<file path="src/rtl/digital_pfd_counter_pkg.sv">
// ---------------------------------------------------------------------------
// digital_pfd_counter_pkg
//   Shared definitions for the Tiny-PLL phase-frequency detector.
//   - pfd_state_e : detector FSM encoding (IDLE / LEAD_REF / LEAD_FB)
//   - pfd_err_max : largest magnitude a signed ERR_WIDTH phase error may
//                   carry (2^(ERR_WIDTH-1)-1). The loop filter reuses it
//                   so both blocks clip at the same point.
// ---------------------------------------------------------------------------
package digital_pfd_counter_pkg;

  typedef enum logic [1:0] {
    IDLE     = 2'd0,
    LEAD_REF = 2'd1,
    LEAD_FB  = 2'd2
  } pfd_state_e;

  function automatic int unsigned pfd_err_max(input int unsigned err_width);
    return (32'd1 << (err_width - 32'd1)) - 32'd1;
  endfunction

endpackage

</file>
<file path="src/rtl/digital_pfd_counter_edge_sync.sv">
// ---------------------------------------------------------------------------
// digital_pfd_counter_edge_sync
//   Brings one asynchronous clock-like input into the clk_in domain and
//   produces a single-cycle pulse for each rising edge seen.
//   Edge-to-rise latency is SYNC_STAGES+1 clk_in cycles, so two instances
//   with the same SYNC_STAGES stay matched.
// Ports
//   clk_in    in  1  sampling clock
//   rst_n     in  1  asynchronous active-low reset
//   async_in  in  1  asynchronous input (ref_clk or fb_clk)
//   rise      out 1  registered one-cycle rising-edge pulse
// SYNC_STAGES must be at least 2.
// ---------------------------------------------------------------------------
module digital_pfd_counter_edge_sync #(
  parameter int SYNC_STAGES = 2
) (
  input  logic clk_in,
  input  logic rst_n,
  input  logic async_in,
  output logic rise
);

  logic [SYNC_STAGES-1:0] sync_p0;
  logic                   sync_d_p1;

  always_ff @(posedge clk_in or negedge rst_n) begin
    if (!rst_n) begin
      sync_p0   <= '0;
      sync_d_p1 <= 1'b0;
      rise      <= 1'b0;
    end else begin
      // synchronizer chain; MSB is the metastability-safe sample
      sync_p0   <= {sync_p0[SYNC_STAGES-2:0], async_in};
      // delayed copy for edge detection
      sync_d_p1 <= sync_p0[SYNC_STAGES-1];
      // registered rise pulse
      rise      <= sync_p0[SYNC_STAGES-1] & ~sync_d_p1;
    end
  end

endmodule

</file>
<file path="src/rtl/digital_pfd_counter.sv">
// ---------------------------------------------------------------------------
// digital_pfd_counter
//   Digital phase-frequency detector sitting after the feedback divider.
//   Counts clk_in cycles between the rising edges of ref_clk and fb_clk and
//   reports the signed difference (+ ref leads, - fb leads), saturating at
//   +/-(2^(ERR_WIDTH-1)-1). Also drives UP/DN levels while an edge is
//   outstanding.
// Ports
//   clk_in     in  1          fast DCO clock, sole clock
//   rst_n      in  1          asynchronous active-low reset
//   ref_clk    in  1          reference clock (asynchronous)
//   fb_clk     in  1          divided feedback clock (asynchronous)
//   up         out 1          ref edge seen, fb edge outstanding
//   dn         out 1          fb edge seen, ref edge outstanding
//   phase_err  out ERR_WIDTH  signed phase error, held between updates
//   err_valid  out 1          one-cycle pulse when phase_err updates
//   sat        out 1          valid with err_valid: clipped or frequency slip
// ---------------------------------------------------------------------------
module digital_pfd_counter
  import digital_pfd_counter_pkg::*;
#(
  parameter int ERR_WIDTH   = 8,
  parameter int SYNC_STAGES = 2
) (
  input  logic                        clk_in,
  input  logic                        rst_n,
  input  logic                        ref_clk,
  input  logic                        fb_clk,
  output logic                        up,
  output logic                        dn,
  output logic signed [ERR_WIDTH-1:0] phase_err,
  output logic                        err_valid,
  output logic                        sat
);

  // Counter is unsigned and one bit narrower than phase_err, so its
  // all-ones value is exactly the positive clip level and negation can
  // never produce -2^(ERR_WIDTH-1).
  localparam int            CW      = ERR_WIDTH - 1;
  localparam logic [CW-1:0] CNT_MAX = CW'(pfd_err_max(ERR_WIDTH));
  localparam logic [CW-1:0] CNT_ONE = CW'(1);

  function automatic logic [CW-1:0] sat_inc(input logic [CW-1:0] c);
    return (c == CNT_MAX) ? c : c + CNT_ONE;
  endfunction

  function automatic logic signed [ERR_WIDTH-1:0] signed_mag(
    input logic [CW-1:0] mag,
    input logic          neg
  );
    logic signed [ERR_WIDTH-1:0] m;
    m = $signed({1'b0, mag});
    return neg ? -m : m;
  endfunction

  // ---- stage p1: synchronized rising-edge pulses ----
  logic rise_ref_p1;
  logic rise_fb_p1;

  digital_pfd_counter_edge_sync #(.SYNC_STAGES(SYNC_STAGES)) u_sync_ref (
    .clk_in   (clk_in),
    .rst_n    (rst_n),
    .async_in (ref_clk),
    .rise     (rise_ref_p1)
  );

  digital_pfd_counter_edge_sync #(.SYNC_STAGES(SYNC_STAGES)) u_sync_fb (
    .clk_in   (clk_in),
    .rst_n    (rst_n),
    .async_in (fb_clk),
    .rise     (rise_fb_p1)
  );

  pfd_state_e    state, state_n;
  logic [CW-1:0] cnt, cnt_n;
  logic          emit;
  logic          emit_neg;
  logic          emit_sat;
  logic [CW-1:0] emit_mag;

  always_comb begin
    state_n  = state;
    cnt_n    = cnt;
    emit     = 1'b0;
    emit_neg = 1'b0;
    emit_sat = 1'b0;
    emit_mag = '0;
    case (state)
      IDLE: begin
        if (rise_ref_p1 && rise_fb_p1) begin
          emit = 1'b1;
        end else if (rise_ref_p1) begin
          state_n = LEAD_REF;
          cnt_n   = CNT_ONE;
        end else if (rise_fb_p1) begin
          state_n = LEAD_FB;
          cnt_n   = CNT_ONE;
        end
      end
      LEAD_REF: begin
        if (rise_fb_p1) begin
          emit     = 1'b1;
          emit_mag = cnt;
          emit_sat = (cnt == CNT_MAX);
          // a coincident ref edge starts the next interval immediately
          if (rise_ref_p1) cnt_n   = CNT_ONE;
          else             state_n = IDLE;
        end else if (rise_ref_p1) begin
          // second ref edge with no fb: frequency slip, report full scale
          emit     = 1'b1;
          emit_mag = CNT_MAX;
          emit_sat = 1'b1;
          cnt_n    = CNT_ONE;
        end else begin
          cnt_n = sat_inc(cnt);
        end
      end
      LEAD_FB: begin
        emit_neg = 1'b1;
        if (rise_ref_p1) begin
          emit     = 1'b1;
          emit_mag = cnt;
          emit_sat = (cnt == CNT_MAX);
          if (rise_fb_p1) cnt_n   = CNT_ONE;
          else            state_n = IDLE;
        end else if (rise_fb_p1) begin
          emit     = 1'b1;
          emit_mag = CNT_MAX;
          emit_sat = 1'b1;
          cnt_n    = CNT_ONE;
        end else begin
          cnt_n = sat_inc(cnt);
        end
      end
      default: begin
        state_n = IDLE;
      end
    endcase
  end

  // ---- stage p2: FSM state, counter and output registers ----
  always_ff @(posedge clk_in or negedge rst_n) begin
    if (!rst_n) begin
      state     <= IDLE;
      cnt       <= '0;
      up        <= 1'b0;
      dn        <= 1'b0;
      err_valid <= 1'b0;
      sat       <= 1'b0;
      phase_err <= '0;
    end else begin
      state     <= state_n;
      cnt       <= cnt_n;
      up        <= (state_n == LEAD_REF);
      dn        <= (state_n == LEAD_FB);
      err_valid <= emit;
      if (emit) begin
        phase_err <= signed_mag(emit_mag, emit_neg);
        sat       <= emit_sat;
      end
    end
  end

endmodule

</file>
<file path="config.mk">
export PLATFORM = sky130hd
export DESIGN_NAME = digital_pfd_counter
export DESIGN_NICKNAME = d
export VERILOG_FILES = /design/src/rtl/digital_pfd_counter_pkg.sv /design/src/rtl/digital_pfd_counter_edge_sync.sv /design/src/rtl/digital_pfd_counter.sv
export SDC_FILE = /design/constraint.sdc
export NUM_CORES = 1
export LEC_CHECK = 0
export ABC_AREA = 1
export CAP_MARGIN = 20
export CORE_AREA = 2 2 81 83
export CTS_CLUSTER_DIAMETER = 30
export CTS_CLUSTER_SIZE = 20
export DETAILED_ROUTE_END_ITERATION = 10
export DIE_AREA = 0 0 83 85
export GPL_TIMING_DRIVEN = 1
export PLACE_DENSITY_LB_ADDON = 0.15
export SETUP_SLACK_MARGIN = 0.05
export SLEW_MARGIN = 10
export SYNTH_ARGS = -nofsm -noshare
export SYNTH_HDL_FRONTEND = slang
export SYNTH_SLANG_ARGS = --single-unit
</file>
<file path="constraint.sdc">
create_clock -name clk_in -period 2.4 [get_ports clk_in]
set_clock_uncertainty 0.15 [all_clocks]
set_input_delay 0.72 -clock clk_in [delete_from_list [all_inputs] [get_ports clk_in]]
set_output_delay 0.72 -clock clk_in [all_outputs]
set_load 0.05 [all_outputs]
</file>
After elaboration in Yosys (flattened, before gate mapping)
Index checks and enable logic that the tools add are counted.

word-level totals
  flip-flop bits (word level) = 29
  input port bits = 4
  output and inout bits = 12
  word-level logic and storage cells = 64

operators by class
  add/sub/neg operators = 2
  equality and inequality tests = 7
  muxes and demuxes = 34
  bitwise operators = 4
  reduce and logical (&&, ||, !) cells = 4

operator list
  operator             count
  $mux 7               13
  $pmux 7 s3           1
  $mux 2               7
  $pmux 7 s2           1
  $mux 1               8
  $mux 8               1
  $neg 7->8            1
  $add 7x1->7 const B  1
  $eq 7x7->1 const B   1
  $pmux 2 s3           1
  $eq 2x1->1 const B   2
  $eq 2x2->1 const B   2
  $ne 3x3->1 const B   1
  $pmux 1 s3           1
  $reduce_and 3->1     1
  $reduce_bool 3->1    1
  $and 1x1->1          2
  $logic_not 2->1      1
  $ne 2x2->1 const B   1
  $not 1->1            2
  $pmux 1 s2           1
  $logic_and 1x1->1    1

Longest topological paths before layout
Gate-level depths: netlist of run 1.

  word-level depth = 5
  gate-level depth with buffers = 13
  mapped depth without buffers = 12

Hierarchy
Synthesis of run 1 repeated with hierarchy kept, for this count alone.

second synthesis, totals
  cells, all modules = 234
  area total of the unflattened synthesis = 1769.2 µm²

modules (own cells, without submodules)
  module                         times used  cells an instance  area an instance (µm²)  seq. area each (µm²)
  digital_pfd_counter            1           222                1549.0                  525.5
  digital_pfd_counter_edge_sync  2           6                  110.1                   100.1

Worst setup path before layout of run 1
Ideal clock, no wire load.

  path kind = reg2reg
  from = reg state[0]
  to = reg phase_err[1]
  library setup time = 0.119 ns
  arrival time = 1.688 ns
  data required time = 2.131 ns
  path slack = 0.443 ns
  stages on the path, launching flop included = 10
  period minus slack after synthesis = 1.957 ns
  path through = dfrtp_1 inv_1 ha_1 inv_2 nor2_8 nand2_1 ha_1 a21oi_2 o21ai_1 o21a_1

on the way
  longest elaborated chain between the ends = 4
  elaborated cells between the ends (all ways) = 8

RTL lines
  what                                      line                        RTL
  start: declaration                        digital_pfd_counter.sv:74   pfd_state_e state, state_n;
  start signal: assignment                  digital_pfd_counter.sv:152  state <= state_n;
  $eq 2x2->1 or $eq 2x1->1 (tied branches)  digital_pfd_counter.sv:88   case (state)
  $pmux 7 s2                                digital_pfd_counter.sv:88
  $neg 7->8                                 digital_pfd_counter.sv:53   return neg ? -m : m;
  $mux 8                                    digital_pfd_counter.sv:53
  end signal: assignment                    digital_pfd_counter.sv:158  phase_err <= signed_mag(emit_mag, emit_neg);
  end: declaration                          digital_pfd_counter.sv:31   output logic signed [ERR_WIDTH-1:0] phase_err,

Several ways; a longest one is shown, not always the timed one.
A chain may end at the register's enable or synchronous reset.

Worst setup path after layout of run 1
  from = reg phase_err[2]
  to = out phase_err[2]

No word-level cell between the ends.

==> impl_metrics.json, run 1 <==
{
  "first_iter_violations": 68,
  "cts_setup_buffers": 0,
  "gp_congestion": 0.822,
  "num_vias": 1541,
  "cts_made_buffers": 5,
  "fin_crit_sh_pct": 95.9,
  "fmax_mhz": 435,
  "holdBufCountCts": 0,
  "drc": 0,
  "final_cell_count_no_fill": 331,
  "grt_pass1_vias": 1506,
  "grt_usage_pct": 12.5,
  "dp.cells": 323,
  "avgSynthCellArea_sq_um": 7.47,
  "drv_cap": 0,
  "cts_max_level": 2,
  "worstPathMaxFanout": 2,
  "syn2layout_area_growth_pct": 21.8,
  "core-area_sq_um": 6200,
  "cp.arrival_ns": 1.43,
  "placed_cell_area_sq_um": 1980,
  "p_int_mw": 1.46,
  "leakagePower_nw": 1.08,
  "p_comb_share_pct": 54.8,
  "grt_pass1_wl_mm": 7.12,
  "cp_slowest_cell": "clkdlybuf4s50_1",
  "status": "completed",
  "yosysSeqAreaShare_pct": 42.1,
  "synth-async-reset-ratio_pct": 100,
  "fin_crit_ns": 2.30,
  "drive_above_1_share_pct": 9.45,
  "diodes": 0,
  "fin_tns_setup_ns": 0,
  "die_h_um": 85,
  "synth_edf_count": 0,
  "clockBufferDepth": 2,
  "cp_slowest_stage_delay_ns": 0.80,
  "worstSetupEndpointType": "primary output",
  "synthDistinctLibCells": 28,
  "yosysWarnings": 0,
  "path_cells": "clkdlybuf4s50_1",
  "critical-path-top-delay-family": "buffers and inverters",
  "grt_max_degree": 30,
  "cts_tree": "built",
  "worstSetupStartpointType": "flip-flop",
  "maxSlewViolCount": 0,
  "totalPowerFinal_mw": 2.76,
  "power.density_nw_per_um2": 1310,
  "first_pass_iters": 4,
  "wl_per_cell_um": 12.2,
  "dieArea_sq_um": 7060,
  "slew_headroom_pct": 65.8,
  "cp.required_ns": 1.53,
  "syn_area_sq_um": 1730,
  "io_buffer_count": 15,
  "cts-resized-gates": 0,
  "antenna_found_initial": 0,
  "hold_violations": 0,
  "synth_cells": 231,
  "wl_mm": 4.04,
  "viasPerCell": 4.66,
  "hp-class": "reg2reg",
  "synth_fp_nets": 241,
  "worst_slew_pin_slew_ns": 0.512,
  "io_pins": 16,
  "swShare_pct": 47.1,
  "grt_setup_unrepaired": "false",
  "rows": 29,
  "cts_root_buf": "clkbuf_8",
  "vdd_drop_max_mv": 0.571,
  "insertion_delay_ns": 0.28,
  "fin_nets": 263,
  "seq_power_share_pct": 26.0,
  "clockPowerShare_pct": 19.2,
  "fin_area_sq_um": 2100,
  "ys.flop_type": "dfrtp_1",
  "cts_num_sinks": 29,
  "ys_seq_elements": 29,
  "initial_core_util_pct": 27.8,
  "dp_hpwl_mm": 3.07,
  "p_sw_mw": 1.30,
  "final_antenna_net_count": 0,
  "setup_viol": 0,
  "die_w_um": 83,
  "clk_pin_slew_ns": 0.06,
  "overflow": 0,
  "path_class": "reg2out",
  "path_buf_inv": 1
}
==> cell type report <==
type                       instances  area [sq um]
clock buffer                       6          82.6
inverter                          28           110
tap                               77          96.3
clock inverter                     2          37.5
timing repair buffer              20           193
fill                             665          4100
sequential                        29           726
multi-input combinational        169           856
==> routing by layer <==
layer	wire length (um)	global-route usage, %	vias up
li1	-	-	790
met1	1970	16.0	727
met2	1910	20.8	20
met3	110	2.72	4
met4	46	4.47	0
met5	0	0	-
==> per-stage QoR <==
stage | setup slack (ns) | hold slack [ns] | utilization, %
final | 0.0987 | 0.211 | 33.9
after global routing | 0.0568 | 0.229 | 33.9
after CTS | 0.0717 | 0.214 | 33.8
after detailed placement | 0.242 | 0.186 | 31.8
after global placement | 0.253 | 0.190 | 31.8
after floorplan | 0.443 | 0.181 | -
==> worst paths after layout <==
path / slack, ns / endpoint / cells past startpoint / startpoint
max: 0.1 / phase_err[2] / 1 / phase_err[2]$_DFFE_PN0P_
min in group asynchronous: 0.67 / cnt[1]$_DFFE_PN0P_ / 2 / rst_n
min: 0.21 / u_sync_ref.sync_p0[1]$_DFF_PN0_ / 0 / u_sync_ref.sync_p0[0]$_DFF_PN0_
max reg2reg: 0.25 / phase_err[2]$_DFFE_PN0P_ / 9 / state[0]$_DFF_PN0_
max in group asynchronous: 1.14 / phase_err[5]$_DFFE_PN0P_ / 2 / rst_n
min reg2reg: 0.21 / u_sync_ref.sync_p0[1]$_DFF_PN0_ / 0 / u_sync_ref.sync_p0[0]$_DFF_PN0_
==> synth_stat cells, types with 2 or more instances <==
cell type	instances	area share, %
a21oi_2	2	1.0
nand4_1	2	0.73
nor3_1	5	1.5
a31oi_1	2	0.73
ha_1	6	4.4
buf_2	3	0.87
nor2_1	15	3.3
nor2_8	2	2.3
nand3_1	15	4.4
o21ai_1	10	2.9
inv_1	23	5.0
inv_2	3	0.65
o211ai_1	2	0.87
a21oi_1	7	2.0
xor2_1	2	1.0
inv_4	2	0.73
o22ai_1	2	0.73
o21ai_0	14	4.1
nand2_1	77	17
dfrtp_1	29	42
==> worst reg2reg max path: stages (launching register included) <==
cell and delay (ns):
dfrtp_1 0.39, inv_1 0.09, ha_1 0.37, inv_2 0.10, nor2_8 0.20, nand2_1 0.13
ha_1 0.23, nor2_1 0.13, xor2_1 0.17, o21ai_1 0.07
==> power groups by stage <==
stage | sequential (mW) | combinational [mW] | clock (mW)
after floorplan | 1.02 | 0.791 | 0
after global placement | 0.726 | 1.55 | 0
after detailed placement | 0.727 | 1.53 | 0
after CTS | 0.720 | 1.54 | 0.553
after global routing | 0.733 | 1.68 | 0.575
final | 0.717 | 1.51 | 0.530
==> flip-flops by register name, indices dropped and copies added, names as in the netlist, 2 cells and up <==
name and flops:
cnt 7, phase_err 8, state 2, u_sync_fb.sync_p0 2, u_sync_ref.sync_p0 2
==> logic make-up (layout without fill, tap and decap cells) <==
family                   count (synthesis)  count (layout)  share of synthesized area [%]
flip-flops                              29              29                           42.1
adder cells (fa/ha/maj)                  6               6                           4.35
buffers and inverters                   33              56                           8.34
XOR/XNOR                                 2               2                           1.02
AO/OA/AOI/OAI                           43              43                           14.6
AND/OR/NAND/NOR                        118             118                           29.7
==> layout by cell type, fill, tap and decap left out, drive strengths merged, types with 5 or more instances in the layout <==
| cell | instances |
|---|---|
| a21oi | 10 |
| nand3 | 15 |
| nor2 | 18 |
| ha | 6 |
| nand2 | 77 |
| clkbuf | 6 |
| inv | 28 |
| dfrtp | 29 |
| buf | 5 |
| clkdlybuf4s50 | 13 |
| o21ai | 24 |
| nor3 | 5 |
No activity file was read; power rests on OpenSTA's default activity.
==> run 2: changes to the inputs <==
SKIP_CTS_REPAIR_TIMING = 1   (was unset)
==> results of run 2 <==
The final DEF is identical to that of run 1; final timing and power are the same.
